<file path="config.mk">
export PLATFORM = sky130hd
export DESIGN_NAME = tft_pattern_gen
export DESIGN_NICKNAME = d
export VERILOG_FILES = /design/src/rtl/tft_pattern_gen.sv
export SDC_FILE = /design/constraint.sdc
export NUM_CORES = 1
export LEC_CHECK = 0
export BUFFER_PORTS_ARGS = -buffer_cell sky130_fd_sc_hd__clkbuf_2
export CAP_MARGIN = 20
export CORE_AREA = 3 3 46 79
export CTS_CLUSTER_SIZE = 24
export DETAILED_ROUTE_END_ITERATION = 16
export DIE_AREA = 0 0 49 82
export GPL_ROUTABILITY_DRIVEN = 0
export GPL_TIMING_DRIVEN = 0
export PLACE_DENSITY = 0.85
export SYNTH_ARGS = -nofsm -noshare
export SYNTH_HDL_FRONTEND = slang
export SYNTH_SLANG_ARGS = --single-unit
</file>
<file path="constraint.sdc">
create_clock -name clk -period 7.4 [get_ports clk]
set_input_delay 1.11 -clock clk [delete_from_list [all_inputs] [get_ports clk]]
set_output_delay 1.11 -clock clk [all_outputs]
set_load 0.02 [all_outputs]
</file>
<file path="src/rtl/tft_pattern_gen.sv">
// tft_pattern_gen: registered test-pattern generator for a TFT raster with a frame-aligned mode handshake.
// Define TFT_PAT_BLINK_EN to build the blinking mode-3 pattern; otherwise mode 3 is steady red.
module tft_pattern_gen #(
    parameter int H_START      = 210,
    parameter int H_END        = 1010,
    parameter int V_START      = 22,
    parameter int V_END        = 480,
    parameter int BORDER       = 3,
    parameter int INSET        = 100,
    parameter int COLOR_W      = 8,
    parameter int BLINK_FRAMES = 30
) (
    input  logic               clk,
    input  logic               rst,
    input  logic [10:0]        counter_h,
    input  logic [9:0]         counter_v,
    input  logic               den,
    input  logic [1:0]         mode_req,
    input  logic               mode_valid,
    output logic               mode_ready,
    output logic [COLOR_W-1:0] R,
    output logic [COLOR_W-1:0] G,
    output logic [COLOR_W-1:0] B,
    output logic [1:0]         mode,
    output logic               frame_tick,
    output logic               blink_phase
);
    localparam int AW = 16;
    localparam int CH = (H_START + H_END) / 2;
    localparam int CV = (V_START + V_END) / 2;
    localparam logic [COLOR_W-1:0] FULL = '1;
    localparam logic [COLOR_W-1:0] HALF = FULL >> 1;

    function automatic logic in_span(input logic [AW-1:0] x, input int lo, input int hi);
        return (x >= AW'(lo)) && (x < AW'(hi));
    endfunction

    logic [AW-1:0]      h;
    logic [AW-1:0]      v;
    logic               in_win;
    logic               on_border;
    logic               on_inset;
    logic               on_trident;
    logic [AW-1:0]      dh_x8;
    logic [7:1]         bar_ge;
    logic [2:0]         bar_idx;
    logic [COLOR_W-1:0] r_next, g_next, b_next;
    logic [COLOR_W-1:0] r_reg, g_reg, b_reg;
    logic [1:0]         mode_reg;
    logic [1:0]         pend_mode_reg;
    logic               pend_valid_reg;
    logic               pend_valid_next;
    logic               mode_ready_reg;
    logic               frame_tick_reg;
    logic               accept;
    logic               apply;

    assign h = AW'(counter_h);
    assign v = AW'(counter_v);

    assign in_win    = den && in_span(h, H_START, H_END) && in_span(v, V_START, V_END);
    assign on_border = !in_span(h, H_START + BORDER, H_END - BORDER) ||
                       !in_span(v, V_START + BORDER, V_END - BORDER);
    assign on_inset  = in_span(h, H_START + INSET, H_START + INSET + BORDER) ||
                       in_span(h, H_END - INSET - BORDER, H_END - INSET) ||
                       in_span(v, V_START + INSET, V_START + INSET + BORDER) ||
                       in_span(v, V_END - INSET - BORDER, V_END - INSET);
    assign on_trident = (in_span(h, CH - BORDER, CH + BORDER) && in_span(v, CV - 80, CV + 50)) ||
                        ((in_span(h, CH - 30 - BORDER, CH - 30 + BORDER) ||
                          in_span(h, CH + 30 - BORDER, CH + 30 + BORDER)) && in_span(v, CV - 50, CV));

    // Bar index = number of bar boundaries passed, i.e. floor(8*(h-H_START)/width) without a divider.
    assign dh_x8 = (h - AW'(H_START)) << 3;

    genvar gi;
    generate
        for (gi = 1; gi < 8; gi++) begin : g_bar
            assign bar_ge[gi] = dh_x8 >= AW'(gi * (H_END - H_START));
        end
    endgenerate

    always_comb begin
        bar_idx = '0;
        for (int i = 1; i < 8; i++) begin
            bar_idx = bar_idx + {2'b00, bar_ge[i]};
        end
    end

    always_comb begin
        r_next = '0;
        g_next = '0;
        b_next = '0;
        if (in_win && !on_border && !(mode_reg != 2'd0 && on_inset) && !(mode_reg[1] && on_trident)) begin
            case (mode_reg)
                // Bar order white..black maps to R=~idx[1], G=~idx[2], B=~idx[0].
                2'd0: begin
                    r_next = {COLOR_W{~bar_idx[1]}};
                    g_next = {COLOR_W{~bar_idx[2]}};
                    b_next = {COLOR_W{~bar_idx[0]}};
                end
                2'd1: g_next = FULL;
                2'd2: begin
                    r_next = FULL;
                    g_next = HALF;
                end
                default: r_next = blink_phase ? FULL : '0;
            endcase
        end
    end

    // A request accepted while frame_tick is high is not yet pending, so it waits a full frame.
    assign accept = mode_valid && mode_ready_reg;
    assign apply  = frame_tick_reg && pend_valid_reg;
    assign pend_valid_next = accept ? 1'b1 : (apply ? 1'b0 : pend_valid_reg);

    always_ff @(posedge clk) begin
        if (rst) begin
            r_reg          <= '0;
            g_reg          <= '0;
            b_reg          <= '0;
            mode_reg       <= '0;
            pend_mode_reg  <= '0;
            pend_valid_reg <= 1'b0;
            mode_ready_reg <= 1'b0;
            frame_tick_reg <= 1'b0;
        end else begin
            r_reg          <= r_next;
            g_reg          <= g_next;
            b_reg          <= b_next;
            frame_tick_reg <= (counter_h == 11'd0) && (counter_v == 10'd0);
            pend_valid_reg <= pend_valid_next;
            mode_ready_reg <= !pend_valid_next;
            if (accept) begin
                pend_mode_reg <= mode_req;
            end
            if (apply) begin
                mode_reg <= pend_mode_reg;
            end
        end
    end

`ifdef TFT_PAT_BLINK_EN
    logic [7:0] blink_cnt_reg;
    logic       blink_phase_reg;

    always_ff @(posedge clk) begin
        if (rst) begin
            blink_cnt_reg   <= '0;
            blink_phase_reg <= 1'b1;
        end else if (frame_tick_reg) begin
            if (apply && pend_mode_reg != mode_reg) begin
                blink_cnt_reg <= '0;
            end else if (blink_cnt_reg == 8'(BLINK_FRAMES - 1)) begin
                blink_cnt_reg   <= '0;
                blink_phase_reg <= !blink_phase_reg;
            end else begin
                blink_cnt_reg <= blink_cnt_reg + 8'd1;
            end
        end
    end

    assign blink_phase = blink_phase_reg;
`else
    assign blink_phase = 1'b1;
`endif

    assign R          = r_reg;
    assign G          = g_reg;
    assign B          = b_reg;
    assign mode       = mode_reg;
    assign mode_ready = mode_ready_reg;
    assign frame_tick = frame_tick_reg;

endmodule

</file>
==> flow_metrics.env, run 1 <==
export IMPL_outcome="finished clean"
export IMPL_finalWorstPathRequiredPeriod_ps=4810
export IMPL_post_place_ws_ps=2370
export IMPL_critical_path_cell_chain="clkbuf_2 > inv_1 > ha_1 > nand2b_1 > a21oi_1 > nor4b_1 > a21oi_1 > o32a_2 > a21oi_1 > fa_1 > fa_1 > fa_1 > fa_1 > a21oi_1 > nor3_1"
export IMPL_cp_end_kind="flip-flop"
export IMPL_detailedPlacementHpwl_um=3730
export IMPL_comb_power_share_pct=44.0
export IMPL_criticalPathCategory="in2reg"
export IMPL_static_leakage_power_nw=0.879
export IMPL_yosysTopAreaCell="sky130_fd_sc_hd__dfxtp_1"
export IMPL_sequential_power_share_pct=29.1
export IMPL_rrSetupSlack_ps=5340
export IMPL_post_synth_main_area_contributors="sky130_fd_sc_hd__dfxtp_1 13%, sky130_fd_sc_hd__buf_4 9.7%, sky130_fd_sc_hd__a21oi_1 5.9%"
export IMPL_cts_hold_buffers_added=0
export IMPL_maximum_cell_stage_delay_along_the_critical_path_ps=520
export IMPL_yosys_cell_types_count=51
export IMPL_grt_max_degree=11
export IMPL_hold_removal_path_class="reg2reg"
export IMPL_cts_tree="done"
export IMPL_post_drt_via_cell_ratio=5.93
export IMPL_drc=0
export IMPL_antenna_found_initial=0
export IMPL_syn_instance_count=236
export IMPL_worstMarginPinSlew_ps=659
export IMPL_num_rows=27
export IMPL_final_net_count=330
export IMPL_maximum_clock_frequency_mhz=208
export IMPL_period_share_pct=65.1
export IMPL_critPathLaunchType="input pin"
export IMPL_layout_setup_ws_ps=2590
export IMPL_fp_dieArea_um2=4020
export IMPL_max_slew_margin_pct=55.7
export IMPL_n_antenna_cell=0
export IMPL_max_clock_path_buffers=2
export IMPL_floorplan_io_pins=56
export IMPL_final_max_slew_violation_count=0
export IMPL_cp_arrival_ps=4970
export IMPL_sw_frac_of_total_pct=37.0
export IMPL_coreArea_um2=3140
export IMPL_synth_async_reset_ratio_pct=0
export IMPL_r2r_worst_path_cells=8
export IMPL_cts_htree_levels=1
export IMPL_worst_ep_required_time_ps=7560
export IMPL_vias_in_the_first_global_route=1799
export IMPL_final_report_hold_violation_count=0
export IMPL_root_buffer="sky130_fd_sc_hd__clkbuf_8"
export IMPL_timing_critical_path_buf_inv=2
export IMPL_cp_slowest_cell="sky130_fd_sc_hd__fa_1"
export IMPL_die_height_um=82
export IMPL_cts_buffers_inserted=3
export IMPL_detail_route_iter0_violations=65
export IMPL_cpLargestDelayFamily="adder cells"
export IMPL_rsz0062_at_grt="no"
export IMPL_critical_path_depth=15
export IMPL_vias=1976
export IMPL_synth_top_cells_by_count="22 x sky130_fd_sc_hd__buf_4, 21 x sky130_fd_sc_hd__nor2_1, 20 x sky130_fd_sc_hd__a21oi_1"
export IMPL_globalRouteTotalUtil_pct=23.6
export IMPL_crit_fanout=9
export IMPL_syn_mean_instance_area_um2=7.22
export IMPL_timing_final_setup_violations=0
export IMPL_power_density_nw_per_um2=106
export IMPL_min_path_cells=2
export IMPL_synth_yosys_warnings=0
export IMPL_mappedNetlistArea_um2=1700
export IMPL_fin_worst_skew_ps=1.44
export IMPL_post_cts_resized_instances=0
export IMPL_yosys_cell_count_top_type="sky130_fd_sc_hd__buf_4"
export IMPL_grt_ovfl_total=0
export IMPL_totalWireLength_um=4680
export IMPL_tns_ps=0
export IMPL_first_pass_grt_wire_length_um=7680
export IMPL_buffer_ports_inserted=50
export IMPL_synth_fp_nets=275
export IMPL_vdd_ir_drop_max_uv=127
export IMPL_switching_power_mw=0.0805
export IMPL_synthToLayoutAreaGrowth_pct=20.5
export IMPL_drtPass1Iterations=4
export IMPL_clock_power_share_pct=27.0
export IMPL_number_of_enable_type_register_cells_in_the_synthesized_netlist=0
export IMPL_synth_seq_cells=11
export IMPL_ys_seq_area_share_pct=12.9
export IMPL_cts_sink_count=11
export IMPL_initial_utilization_pct=54.2
export IMPL_timing_max_cap_violations=0
export IMPL_clk_insertion_delay_late_ps=240
export IMPL_internal_power_mw=0.137
export IMPL_fp_dieW_um=49
export IMPL_postCtsSetupBuffers=0
export IMPL_clkSlewWorstSetupHoldPaths_ps=50
export IMPL_wire_per_inst_um=14.0
export IMPL_drt_antenna_violating_nets=0
export IMPL_synth_top_cell_area_share_pct=12.9
export IMPL_layout_drive_gt1_share_pct=30.0
export IMPL_postSynth_topFlopCell="sky130_fd_sc_hd__dfxtp_1"
routing by layer:
layer  track usage (%)  vias up  routed length (um)
met1              24.8      906                1690
met4              13.4        0                 153
met3              2.18       18                 239
li1                  -      969                   -
met2              45.4       83                2590
met5                 0        -                   0
placed cells by master (no fill, tap or decap), types with 2 or more instances in the layout:
master                      netlist  routed
sky130_fd_sc_hd__xnor2_1          4       4
sky130_fd_sc_hd__nor3_1          14      14
sky130_fd_sc_hd__nor4b_1          4       4
sky130_fd_sc_hd__nor2b_1          4       4
sky130_fd_sc_hd__o21ai_0         14      14
sky130_fd_sc_hd__nand2_1         17      17
sky130_fd_sc_hd__nor2_1          21      21
sky130_fd_sc_hd__a211oi_1         4       4
sky130_fd_sc_hd__nand4_1          3       3
sky130_fd_sc_hd__ha_1             8       8
sky130_fd_sc_hd__inv_1            6       6
sky130_fd_sc_hd__dfxtp_1         11      11
sky130_fd_sc_hd__or3_1            2       2
sky130_fd_sc_hd__clkbuf_1         6       7
sky130_fd_sc_hd__a31oi_1          5       5
sky130_fd_sc_hd__clkbuf_8         0       3
sky130_fd_sc_hd__o2111ai_1        2       2
sky130_fd_sc_hd__fa_1             4       4
sky130_fd_sc_hd__clkbuf_2         0      50
sky130_fd_sc_hd__o311a_1          2       2
sky130_fd_sc_hd__a2111oi_0        3       3
sky130_fd_sc_hd__a21o_1           2       2
sky130_fd_sc_hd__nor4_1           5       5
sky130_fd_sc_hd__buf_4           22      22
sky130_fd_sc_hd__a21oi_1         20      20
sky130_fd_sc_hd__o41ai_1          2       2
sky130_fd_sc_hd__buf_2            4       4
sky130_fd_sc_hd__nand2b_1         5       5
sky130_fd_sc_hd__xor2_1           3       3
sky130_fd_sc_hd__or4b_4           2       2
sky130_fd_sc_hd__nand3_1         10      10
sky130_fd_sc_hd__o211ai_1         3       3
sky130_fd_sc_hd__nand4b_1         4       4
cells by family (layout without fill, tap and decap cells):
logic type / Yosys count / after routing / synth area share [%]
flops: 11 / 11 / 12.9
compound gates: 68 / 68 / 27.2
other cells: 1 / 1 / 0.220
simple gates: 96 / 96 / 30.4
xor+xnor: 7 / 7 / 3.60
fa+ha+maj: 12 / 12 / 10.6
mux: 1 / 1 / 0.661
buf+inv: 40 / 94 / 14.4
through the flow:
stage / cells / instance area [um^2] / power (mW) / util (%) / hold slack (ps)
after floorplan: 236 / 1700 / 0.130 / - / 437
after global placement: 329 / 2010 / 0.157 / 63.9 / 450
after detailed placement: 329 / 2010 / 0.158 / 63.9 / 448
after CTS: 333 / 2050 / 0.218 / 65.3 / 455
after global routing: 333 / 2050 / 0.234 / 65.3 / 480
final: 333 / 2050 / 0.217 / 65.3 / 452
final cells by class:
type                    instances  area [um^2]
plain buffers                  34          223
flip-flops and latches         11          220
repair buffers                 50          250
clock buffers                   4         45.0
well taps                      43         53.8
inverters                       6         22.5
fillers                       289         1090
multi-input cells             185         1240
worst min-delay path, delay by kind of cell (launching register included):
kind | cells | cell delay, ps
AOI/OAI and AO/OA | 1 | 50
DFF | 1 | 300
and+or+nand+nor | 1 | 50
path summary, 6_finish.rpt:
check | startpoint | endpoint
min | pend_mode_reg[0] | pend_mode_reg[0]
max | counter_h[1] | R[6]
max reg2reg | mode[1] | R[6]
min reg2reg | pend_mode_reg[0] | pend_mode_reg[0]
power by group through the flow:
stage / clock, mW / sequential, mW / combinational, mW
after floorplan: 0 / 0.0652 / 0.0647
after global placement: 0 / 0.0643 / 0.0925
after detailed placement: 0 / 0.0643 / 0.0939
after CTS: 0.0602 / 0.0632 / 0.0950
after global routing: 0.0640 / 0.0634 / 0.106
final: 0.0586 / 0.0632 / 0.0957
(Power assumes the default switching activity.)
==> run 2, diff against run 1 <==
--- a/config.mk
+++ b/config.mk
@@ -7,13 +7,13 @@
 export LEC_CHECK = 0
 export BUFFER_PORTS_ARGS = -buffer_cell sky130_fd_sc_hd__clkbuf_2
 export CAP_MARGIN = 20
-export CORE_AREA = 3 3 46 79
+export CORE_AREA = 3 3 48 82
 export CTS_CLUSTER_SIZE = 24
 export DETAILED_ROUTE_END_ITERATION = 16
-export DIE_AREA = 0 0 49 82
+export DIE_AREA = 0 0 51 85
 export GPL_ROUTABILITY_DRIVEN = 0
 export GPL_TIMING_DRIVEN = 0
-export PLACE_DENSITY = 0.85
+export PLACE_DENSITY = 0.79
 export SYNTH_ARGS = -nofsm -noshare
 export SYNTH_HDL_FRONTEND = slang
 export SYNTH_SLANG_ARGS = --single-unit
==> constraint.sdc (replaced) <==
create_clock -name clk -period 4.9 [get_ports clk]
set_input_delay 0.735 -clock clk [delete_from_list [all_inputs] [get_ports clk]]
set_output_delay 0.735 -clock clk [all_outputs]
set_load 0.02 [all_outputs]
==> run 2 against run 1 <==
Via count shrank 1.8%. Total power increased by 51%. Largest cell class unchanged. Highest routed layer unchanged. Register-to-register slack got worse by 2500 ps. Non-clock buffer count stayed put. Sequential cell count unchanged. First-iteration DRC count down 12%. Clock-buffer cell count unchanged. Largest power group unchanged. Combinational power is 47% higher. Sequential share of layout area about the same. Die area is 7.9% higher.
==> flow_metrics.env, run 2 (synthesis gave the netlist of run 1 again) <==
export IMPL_layoutNonFillerInstCount=335
export IMPL_rsz0062_at_grt="no"
export IMPL_layout_drive_gt1_share_pct=30.0
export IMPL_antenna_found_initial=0
export IMPL_criticalPathCategory="in2reg"
export IMPL_postLayoutCoreUtil_pct=60.5
export IMPL_initial_utilization_pct=50.1
export IMPL_die_height_um=85
export IMPL_maximum_clock_frequency_mhz=225
export IMPL_fin_worst_skew_ps=1.94
export IMPL_cts_htree_levels=1
export IMPL_finalWorstPathRequiredPeriod_ps=4440
export IMPL_n_antenna_cell=0
export IMPL_totalWireLength_um=4530
export IMPL_power_density_nw_per_um2=160
export IMPL_vias=1941
export IMPL_detail_route_iter0_violations=57
export IMPL_critical_path_cell_chain="clkbuf_2 > inv_1 > ha_1 > nand2b_1 > a21oi_1 > nor4b_1 > a21oi_1 > o32a_2 > a21oi_1 > fa_1 > fa_1 > fa_1 > fa_1 > a21oi_1 > nor3_1"
export IMPL_fillerInstances=337
export IMPL_rrSetupSlack_ps=2850
export IMPL_final_report_hold_violation_count=0
export IMPL_fp_dieW_um=51
export IMPL_maximum_cell_stage_delay_along_the_critical_path_ps=510
export IMPL_timing_final_setup_violations=0
export IMPL_cts_sink_count=11
export IMPL_tns_ps=0
export IMPL_grt_ovfl_total=0
export IMPL_critPathLaunchType="input pin"
export IMPL_drc=0
export IMPL_cts_buffers_inserted=3
export IMPL_outcome="finished clean"
export IMPL_drt_antenna_violating_nets=0
export IMPL_static_leakage_power_nw=0.879
export IMPL_worstMarginPinSlew_ps=662
export IMPL_post_place_ws_ps=241
export IMPL_max_clock_path_buffers=2
export IMPL_root_buffer="sky130_fd_sc_hd__clkbuf_8"
export IMPL_post_drt_via_cell_ratio=5.79
export IMPL_cp_arrival_ps=4600
export IMPL_hold_removal_path_class="reg2reg"
export IMPL_synthToLayoutAreaGrowth_pct=20.6
export IMPL_cpLargestDelayFamily="adder cells"
export IMPL_clkSlewWorstSetupHoldPaths_ps=50
export IMPL_cts_tree="done"
export IMPL_final_net_count=330
export IMPL_mostFrequentLayoutCells="50 x sky130_fd_sc_hd__clkbuf_2, 22 x sky130_fd_sc_hd__buf_4, 21 x sky130_fd_sc_hd__nor2_1"
export IMPL_period_share_pct=90.6
export IMPL_globalRouteTotalUtil_pct=21.3
export IMPL_timing_max_cap_violations=0
export IMPL_cp_slowest_cell="sky130_fd_sc_hd__fa_1"
export IMPL_floorplan_io_pins=56
export IMPL_vias_in_the_first_global_route=1771
export IMPL_grt_max_degree=11
export IMPL_cp_end_kind="flip-flop"
export IMPL_buffer_ports_inserted=50
export IMPL_postCtsSetupBuffers=0
export IMPL_final_max_slew_violation_count=0
export IMPL_max_slew_margin_pct=55.5
export IMPL_vdd_ir_drop_max_uv=213
export IMPL_wire_per_inst_um=13.5
export IMPL_final_common_cell="sky130_fd_sc_hd__clkbuf_2"
export IMPL_detailedPlacementHpwl_um=3750
export IMPL_timing_critical_path_buf_inv=2
export IMPL_cts_hold_buffers_added=0
export IMPL_fp_dieArea_um2=4340
export IMPL_worst_ep_required_time_ps=5060
export IMPL_layout_setup_ws_ps=462
export IMPL_coreArea_um2=3400
export IMPL_first_pass_grt_wire_length_um=7460
export IMPL_num_rows=28
export IMPL_clk_insertion_delay_late_ps=240
export IMPL_crit_fanout=9
export IMPL_drtPass1Iterations=4
export IMPL_dp_cells=331
export IMPL_post_cts_resized_instances=0
run 2: cell counts in the layout (fill, tap and decap cells not counted):
No cell type changed its count.
run 2: layout make-up:
cell class                 instances  area, um^2  area share (%)
clock buffer                       4        45.0            2.19
timing repair buffer              50         250            12.2
tap                               45        56.3            2.74
inverter                           6        22.5            1.10
buffer                            34         223            10.8
sequential                        11         220            10.7
multi-input combinational        185        1240            60.2
run 2: path summary, 6_finish.rpt:
kind | cells after the start | end | start
max | 15 | R[6] | counter_h[1]
min | 2 | pend_mode_reg[0] | pend_mode_reg[0]
max reg2reg | 8 | G[7] | mode[1]
min reg2reg | 2 | pend_mode_reg[0] | pend_mode_reg[0]
run 2: power breakdown:
group | internal [mW] | switching [mW]
clock | 0.0572 | 0.0346
sequential | 0.0925 | 0.00281
combinational | 0.0565 | 0.0846
run 2: per-layer routing:
| metal | wire length [um] | global-route usage, % | vias up |
|---|---|---|---|
| li1 | - | - | 965 |
| met1 | 1610 | 22.7 | 868 |
| met2 | 2510 | 40.0 | 90 |
| met3 | 223 | 2.11 | 18 |
| met4 | 180 | 10.0 | 0 |
| met5 | 0 | 0 | - |
run 2: stage by stage:
step                power [mW]  hold slack, ps  area (um^2)
floorplan                0.196             437         1700
global placement         0.237             444         2010
detailed placement       0.239             455         2010
CTS                      0.331             468         2050
global route             0.351             491         2050
finish                   0.328             463         2050
run 2: worst reg2reg max path, stage by stage, from the launching register on:
cell,delay [ps]
sky130_fd_sc_hd__dfxtp_1,410
sky130_fd_sc_hd__inv_1,90
sky130_fd_sc_hd__ha_1,180
sky130_fd_sc_hd__clkbuf_1,220
sky130_fd_sc_hd__nor4b_1,490
sky130_fd_sc_hd__o21ai_0,160
sky130_fd_sc_hd__o41ai_1,120
sky130_fd_sc_hd__a211o_1,210
sky130_fd_sc_hd__nor4_1,60
==> run 3, diff against run 2 <==
--- a/config.mk
+++ b/config.mk
@@ -14,6 +14,7 @@
 export GPL_ROUTABILITY_DRIVEN = 0
 export GPL_TIMING_DRIVEN = 0
 export PLACE_DENSITY = 0.79
+export RECOVER_POWER = 100
 export SYNTH_ARGS = -nofsm -noshare
 export SYNTH_HDL_FRONTEND = slang
 export SYNTH_SLANG_ARGS = --single-unit
==> run 3 against run 2 <==
Routed wire length is 0.80% higher. Global-route usage stayed put. Largest power group unchanged. Clock power is essentially flat. Maximum frequency fell by 0.69%. Core utilization fell by 0.85 points. Total power shrank 0.47%. Register-to-register slack about the same. Critical endpoint unchanged. Worst setup slack got worse by 31 ps. First-iteration DRC count up 11%. Via count shrank 0.52%. Hold slack lost 0.53 ps.
==> flow_metrics.env, run 3 (synthesis gave the netlist of run 1 again) <==
export IMPL_outcome="finished clean"
export IMPL_sequential_power_share_pct=29.2
export IMPL_cts_buffers_inserted=3
export IMPL_fin_worst_skew_ps=1.55
export IMPL_synthToLayoutAreaGrowth_pct=19.0
export IMPL_final_report_hold_violation_count=0
export IMPL_timing_final_setup_violations=0
export IMPL_layout_cell_area_non_filler_um2=2030
export IMPL_postLayoutCoreUtil_pct=59.6
export IMPL_static_leakage_power_nw=0.799
export IMPL_timing_max_cap_violations=0
export IMPL_die_height_um=85
export IMPL_clk_insertion_delay_late_ps=240
export IMPL_cts_tree="done"
export IMPL_period_share_pct=91.2
export IMPL_drc=0
export IMPL_max_slew_margin_pct=55.4
export IMPL_finalWorstPathRequiredPeriod_ps=4470
export IMPL_antenna_found_initial=0
export IMPL_root_buffer="sky130_fd_sc_hd__clkbuf_8"
export IMPL_sw_frac_of_total_pct=37.3
export IMPL_worstMarginPinSlew_ps=664
export IMPL_criticalPathCategory="in2reg"
export IMPL_min_path_cells=2
export IMPL_detail_route_iter0_violations=63
export IMPL_mostFrequentLayoutCells="29 x sky130_fd_sc_hd__clkbuf_1, 28 x sky130_fd_sc_hd__clkbuf_2, 21 x sky130_fd_sc_hd__nor2_1"
export IMPL_hold_removal_path_class="reg2reg"
export IMPL_crit_fanout=9
export IMPL_floorplan_io_pins=56
export IMPL_totalWireLength_um=4560
export IMPL_vias_in_the_first_global_route=1771
export IMPL_clkSlewWorstSetupHoldPaths_ps=50
export IMPL_cts_sink_count=11
export IMPL_cts_htree_levels=1
export IMPL_num_rows=28
export IMPL_grt_max_degree=11
export IMPL_coreArea_um2=3400
export IMPL_cp_arrival_ps=4630
export IMPL_fillerInstances=350
export IMPL_vdd_ir_drop_max_uv=211
export IMPL_rsz0062_at_grt="no"
export IMPL_grt_ovfl_total=0
export IMPL_max_clock_path_buffers=2
export IMPL_internal_power_mw=0.205
export IMPL_clock_power_share_pct=28.0
export IMPL_comb_power_share_pct=42.8
export IMPL_postCtsSetupBuffers=0
export IMPL_n_antenna_cell=0
export IMPL_critPathLaunchType="input pin"
export IMPL_drtPass1Iterations=4
export IMPL_cts_hold_buffers_added=0
export IMPL_first_pass_grt_wire_length_um=7460
export IMPL_final_net_count=330
export IMPL_layout_drive_gt1_share_pct=22.1
export IMPL_power_density_nw_per_um2=161
export IMPL_cp_end_kind="flip-flop"
export IMPL_post_cts_resized_instances=0
export IMPL_final_max_slew_violation_count=0
export IMPL_dpl_cell_area_um2=2010
export IMPL_final_common_cell="sky130_fd_sc_hd__clkbuf_1"
export IMPL_vias=1931
export IMPL_drt_antenna_violating_nets=0
export IMPL_post_drt_via_cell_ratio=5.76
export IMPL_r2r_worst_path_cells=8
export IMPL_globalRouteTotalUtil_pct=21.3
export IMPL_wire_per_inst_um=13.6
export IMPL_fp_dieW_um=51
export IMPL_worst_ep_required_time_ps=5060
export IMPL_buffer_ports_inserted=50
export IMPL_switching_power_mw=0.122
export IMPL_fp_dieArea_um2=4340
export IMPL_initial_utilization_pct=50.1
export IMPL_tns_ps=0
export IMPL_maximum_clock_frequency_mhz=224
export IMPL_detailedPlacementHpwl_um=3750
==> run 3: cell types whose count changed in the layout (fill, tap and decap cells not counted), sizes merged <==
cell | before | now
buf | 28 | 20
clkbuf | 60 | 68
==> run 3: worst max-delay path, cell delays in order <==
cell	delay, ps
sky130_fd_sc_hd__clkbuf_2	170
sky130_fd_sc_hd__inv_1	100
sky130_fd_sc_hd__ha_1	260
sky130_fd_sc_hd__nand2b_1	210
sky130_fd_sc_hd__a21oi_1	130
sky130_fd_sc_hd__nor4b_1	320
sky130_fd_sc_hd__a21oi_1	110
sky130_fd_sc_hd__o32a_1	280
sky130_fd_sc_hd__a21oi_1	200
sky130_fd_sc_hd__fa_1	470
sky130_fd_sc_hd__fa_1	510
sky130_fd_sc_hd__fa_1	440
sky130_fd_sc_hd__fa_1	490
sky130_fd_sc_hd__a21oi_1	60
sky130_fd_sc_hd__nor3_1	140
==> run 3: metrics by stage <==
stage / std cells / hold slack (ps) / setup WS, ps / power [mW]
detailed placement: 331 / 455 / 241 / 0.239
global route: 335 / 491 / 67.1 / 0.349
finish: 335 / 463 / 432 / 0.327
CTS: 335 / 468 / 468 / 0.331
global placement: 331 / 444 / 240 / 0.237
floorplan: 236 / 437 / 719 / 0.196
==> run 3: worst paths after layout <==
| kind | from | end | slack [ps] |
|---|---|---|---|
| worst min register to register | pend_mode_reg[0] | pend_mode_reg[0] | 460 |
| worst max register to register | mode[1] | G[7] | 2860 |
| worst min-delay path | pend_mode_reg[0] | pend_mode_reg[0] | 460 |
| worst max-delay path | counter_h[1] | R[6] | 430 |
==> run 3: per-layer routing <==
metal  part of all wire (%)  vias up  wire length (um)  GRT usage [%]
met4                    3.9        0               178           10.0
met3                    5.3       18               242           2.11
met5                      0        -                 0              0
met1                     35      866              1620           22.7
li1                       -      965                 -              -
met2                     55       82              2520           40.0
==> run 3: cell type report <==
type,instances,area (um^2),area share (%)
multi-input cells,185,1240,61.0
plain buffers,34,223,11.0
well taps,45,56.3,2.78
inverters,6,22.5,1.11
clock buffers,4,45.0,2.22
repair buffers,50,223,11.0
flip-flops and latches,11,220,10.9
==> run 3: power groups by stage <==
stage | sequential (mW) | combinational (mW) | clock [mW]
final | 0.0953 | 0.140 | 0.0915
after global routing | 0.0960 | 0.157 | 0.0962
after CTS | 0.0954 | 0.142 | 0.0936
after detailed placement | 0.0973 | 0.141 | 0
after global placement | 0.0970 | 0.140 | 0
after floorplan | 0.0985 | 0.0977 | 0
